--- src/rtl/wallace_mac_acc.sv ---
// Accumulates a programmed number of 32-bit unsigned multiplier products into an
// ACC_W-bit sum with a sticky overflow flag, delivered on a valid/ready handshake.
module wallace_mac_acc #(
   parameter int ACC_W = 40,
   parameter int LEN_W = 8
) (
   input  logic             clk,
   input  logic             rst_n,
   input  logic             start,
   input  logic [LEN_W-1:0] len,
   input  logic             abort,
   input  logic             prod_valid,
   input  logic [31:0]      prod,
   output logic             prod_ready,
   output logic             res_valid,
   input  logic             res_ready,
   output logic [ACC_W-1:0] result,
   output logic             ovf,
   output logic             busy
);

   typedef enum logic [1:0] {
      IDLE = 2'd0,
      ACC  = 2'd1,
      DONE = 2'd2
   } state_t;

   state_t             state_reg, state_next;
   logic [ACC_W-1:0]   acc_reg, acc_next;
   logic               ovf_reg, ovf_next;
   logic [LEN_W-1:0]   cnt_reg, cnt_next;
   logic [LEN_W-1:0]   len_reg, len_next;

   // One extra bit captures the carry-out that feeds the sticky overflow flag.
   logic [ACC_W:0]     sum_ext;
   logic               last_prod;

   assign sum_ext   = {1'b0, acc_reg} + {{(ACC_W - 31){1'b0}}, prod};
   assign last_prod = (cnt_reg == (len_reg - LEN_W'(1)));

   always_ff @(posedge clk or negedge rst_n) begin
      if (!rst_n) begin
         state_reg <= IDLE;
         acc_reg   <= '0;
         ovf_reg   <= 1'b0;
         cnt_reg   <= '0;
         len_reg   <= '0;
      end else begin
         state_reg <= state_next;
         acc_reg   <= acc_next;
         ovf_reg   <= ovf_next;
         cnt_reg   <= cnt_next;
         len_reg   <= len_next;
      end
   end

   always_comb begin
      state_next = state_reg;
      acc_next   = acc_reg;
      ovf_next   = ovf_reg;
      cnt_next   = cnt_reg;
      len_next   = len_reg;
      prod_ready = 1'b0;
      res_valid  = 1'b0;

      case (state_reg)
         IDLE: begin
            // abort outranks start so a simultaneous request is dropped
            if (start && !abort) begin
               acc_next   = '0;
               ovf_next   = 1'b0;
               cnt_next   = '0;
               len_next   = len;
               state_next = (len == '0) ? DONE : ACC;
            end
         end

         ACC: begin
            prod_ready = !abort;
            if (abort) begin
               state_next = IDLE;
            end else if (prod_valid) begin
               acc_next = sum_ext[ACC_W-1:0];
               ovf_next = ovf_reg | sum_ext[ACC_W];
               cnt_next = cnt_reg + LEN_W'(1);
               if (last_prod) begin
                  state_next = DONE;
               end
            end
         end

         DONE: begin
            res_valid = 1'b1;
            if (abort || res_ready) begin
               state_next = IDLE;
            end
         end

         default: begin
            state_next = IDLE;
         end
      endcase
   end

   // result follows the accumulator at all times; res_valid is what qualifies it
   assign result = acc_reg;
   assign ovf    = ovf_reg;
   assign busy   = (state_reg != IDLE);

endmodule
--- config.mk ---
export PLATFORM = sky130hd
export DESIGN_NAME = wallace_mac_acc
export DESIGN_NICKNAME = d
export VERILOG_FILES = /design/src/rtl/wallace_mac_acc.sv
export SDC_FILE = /design/constraint.sdc
export NUM_CORES = 1
export LEC_CHECK = 0
export CORE_MARGIN = 3
export CORE_UTILIZATION = 35
export DETAILED_ROUTE_END_ITERATION = 8
export HOLD_SLACK_MARGIN = 0.06
export SLEW_MARGIN = 25
export SYNTH_ARGS = -nofsm -noshare
export SYNTH_HDL_FRONTEND = slang
export SYNTH_SLANG_ARGS = --single-unit
--- constraint.sdc ---
create_clock -name clk -period 2.3 [get_ports clk]
set_clock_uncertainty 0.15 [all_clocks]
set_input_delay 0.46 -clock clk [delete_from_list [all_inputs] [get_ports clk]]
set_output_delay 0.46 -clock clk [all_outputs]
set_load 0.02 [all_outputs]
==> results.yml <==
logic_synthesis:
  avgSynthCellArea_um2: 8.017
  syn_nets: 668
  ys.flop_type: "dfrtp_1"
  yosysMostFrequentCell: "nand2_1"
  syn_inst: 587
  synth_edf_count: 0
  synth_top_cells_by_area: "dfrtp_1 (31%), ha_1 (9.0%), nand2_1 (6.6%)"
  seq_area_frac_synth_pct: 31.37
  synth_warnings: 0
  synth_cell_type_count: 62
  syn-cell-area_mm2: 0.004706
  synth_area_leader_cell: "dfrtp_1"
  yosys_register_bits: 59
  ys_async_sr_fraction_pct: 100.0
  synthTopCellsByCount: "nand2_1 (83), dfrtp_1 (59), a21oi_1 (51)"
  netlist.area_leader.share_pct: 31.37
cts:
  clk_latency_ns: 0.36
  cts.root.buffer_cell: "clkbuf_16"
  cts_tree: "done"
  clk_pin_slew_ns: 0.06
  cts_max_level: 3
  clockBufferDepth: 2
  numCtsBuffers: 9
  clkSinkCount: 59
worst_setup_path:
  reg2reg_slack_ns: -0.23
  start_kind: "flop"
  crit_start: "result[0]"
  reg2reg_depth: 10
  arrival_ns: 2.63
  r2r-end: "result[39]"
  crit_path_end: "result[39]"
  cp-end-kind: "flop"
  path_cells: "ha_4 -> buf_4 -> a21o_1 -> a21oi_2 -> o31a_1 -> buf_6 -> o31ai_4 -> a221o_1 -> a211o_1 -> and3_1"
  slowest_stage: "dfrtp_2"
  max_stage_delay_ns: 0.42
  rr_startpoint: "result[0]"
  cp.required_ns: 2.39
  critPathMaxFanout: 2
  crit_type: "reg -> reg"
power_and_ir_drop:
  total_power_mw: 8.771
  powerDensity_mw_per_mm2: 1031
  irDropWorstVdd_v: 0.0004806
  leakage_nw: 3.747
global_routing:
  first_global_vias: 5703
  grt_max_degree: 29
  globalRouteTotalUtil_pct: 24.59
  grt_pass1_wl_mm: 28.75
  overflow: 0
  antenna_found_initial: 0
sta:
  min_period_ns: 2.534
  max_freq_mhz: 394.6
  setup_viol: 21
  worst_slew_pin_slew_ns: 0.5698
  finalCritPeriodShare_pct: 110.2
  hold_viol: 0
  relSlewSlack_pct: 62.01
  drv_slew: 0
  setup_slack_ns: -0.2344
  rsz0062_at_grt: "true"
job:
  cap_violations: 0
cells_and_area:
  largest_reg_flops: 40
  drive_gt1_share_pct: 39.49
  area_growth_pct: 80.80
  antenna_cells: 0
  fillers: 1043
  multi_input_area_mm2: 0.003910
  nNetsFinal: 947
  final_cells: 1043
  seq_area_mm2: 0.001491
outcome:
  outcome: "finished, violations left"
  violations: "negative setup slack"
place:
  hpwl_mm: 12.97
  io_buffer_count: 89
  dp_cells: 999
  routabilityCongestion: 0.9500
floorplan:
  die_h_um: 122.0
  pin_count: 90
  initial_utilization_pct: 36.55
  core_area_mm2: 0.01288
  dieArea_mm2: 0.01487
  rows: 41
  die_w_um: 122.0
route:
  drt_iter0_markers: 306
  wl_per_cell_um: 16.99
  ant_nets: 0
  wirelength_mm: 17.73
  vias: 5573
  via_per_inst: 5.343
  drt_pass1_iterations: 5
  drc: 0
min_path:
  hold_path.class: "reg -> reg"
layer usage:
metal	track usage, %	wire length [µm]	part of all wire [%]
met1	32.11	7919	45
met2	41.23	8662	49
met3	4.132	789	4.5
met4	8.543	354	2.0
met5	0	0	0
worst min-delay path by stage:
| stage | end | startpoint | cells past startpoint |
|---|---|---|---|
| after floorplan | cnt_reg[0] | rst_n | 0 |
| after global placement | ovf | ovf | 1 |
| after detailed placement | ovf | ovf | 1 |
| after CTS | ovf | ovf | 1 |
| after global routing | ovf | ovf | 1 |
| final | ovf | ovf | 1 |
report_power, final:
group / total, mW / leakage [nW] / internal [mW] / switching, mW
clock: 1.63 / 0.159 / 1.06 / 0.568
combinational: 5.57 / 2.82 / 2.93 / 2.63
sequential: 1.58 / 0.769 / 1.29 / 0.283
total: 8.77 / 3.75 / 5.29 / 3.48
repair_timing:
item / in CTS / in global routing
hold buffers: 1 / 0
endpoints found under the setup margin: 34 / 35
gates resized for setup: 108 / 48
setup buffers: 14 / 13
pin swaps: 62 / 47
hold endpoints to repair: 19 / 0
cell type report:
| class | instances | area share, % |
|---|---|---|
| sequential | 59 | 17.53 |
| tap | 172 | 2.529 |
| clock buffer | 10 | 2.691 |
| clock inverter | 6 | 1.338 |
| timing repair buffer | 291 | 29.16 |
| multi-input combinational | 487 | 45.96 |
| inverter | 18 | 0.7941 |
logic make-up (layout without fill, tap and decap cells):
logic type | after synthesis | count (layout) | synth area share (%)
adder cells (fa/ha/maj) | 35 | 35 | 9.466
multiplexers | 2 | 2 | 0.4254
buffers and inverters | 41 | 325 | 3.297
AND/OR/NAND/NOR | 233 | 233 | 23.43
XOR/XNOR | 33 | 33 | 6.142
AO/OA/AOI/OAI | 184 | 184 | 25.87
flip-flops | 59 | 59 | 31.37
worst max-delay path: cells and delay by family, from the launching register on:
kind                     cells  cell delay [ns]
AO/OA/AOI/OAI                6             1.28
adder cells (fa/ha/maj)      1             0.16
buffers and inverters        2             0.26
flip-flops                   1             0.42
AND/OR/NAND/NOR              1             0.14
cell usage in the layout (no fill, tap or decap), types with 4 or more instances in the layout:
cell type        count
or3_1                4
o21ai_1             19
a21oi_4              4
and2_1               4
nand2_2              4
o21a_1               9
xnor2_2              5
and3_1               6
ha_4                29
a21oi_1             30
nor3_2               6
clkbuf_16            9
clkdlybuf4s50_1     61
inv_1               18
dfrtp_1             47
o21ai_0             28
a21o_1              11
nor2b_1              5
o211ai_1            10
ha_1                 5
buf_6               11
nand4_1             15
xor2_1              14
o21ai_2              4
a21oi_2             19
nor3_1              15
nand3_1             39
dlymetal6s2s_1       5
a221o_1              4
buf_4              186
buf_12               4
dlygate4sd2_1       22
nand3_4              4
xnor2_1             12
nor2_2               4
nand2_1             78
a211o_1              4
nor2_1              28
dfrtp_2             12
per-stage QoR:
| step | util (%) | area, µm² | worst slack (ns) | hold slack, ns | TNS (ns) |
|---|---|---|---|---|---|
| after global placement | 56.97 | 7336 | -0.7555 | 0.3291 | -21.29 |
| final | 66.08 | 8508 | -0.2344 | 0.3360 | -2.725 |
| after floorplan | - | 4985 | -0.2074 | 0.01441 | -0.9701 |
| after global routing | 66.08 | 8508 | -0.3522 | 0.3864 | -5.008 |
| after CTS | 63.46 | 8172 | -0.2158 | 0.3424 | -2.538 |
| after detailed placement | 56.97 | 7336 | -0.7696 | 0.3307 | -21.71 |
Power figures use the tool's default switching activity.
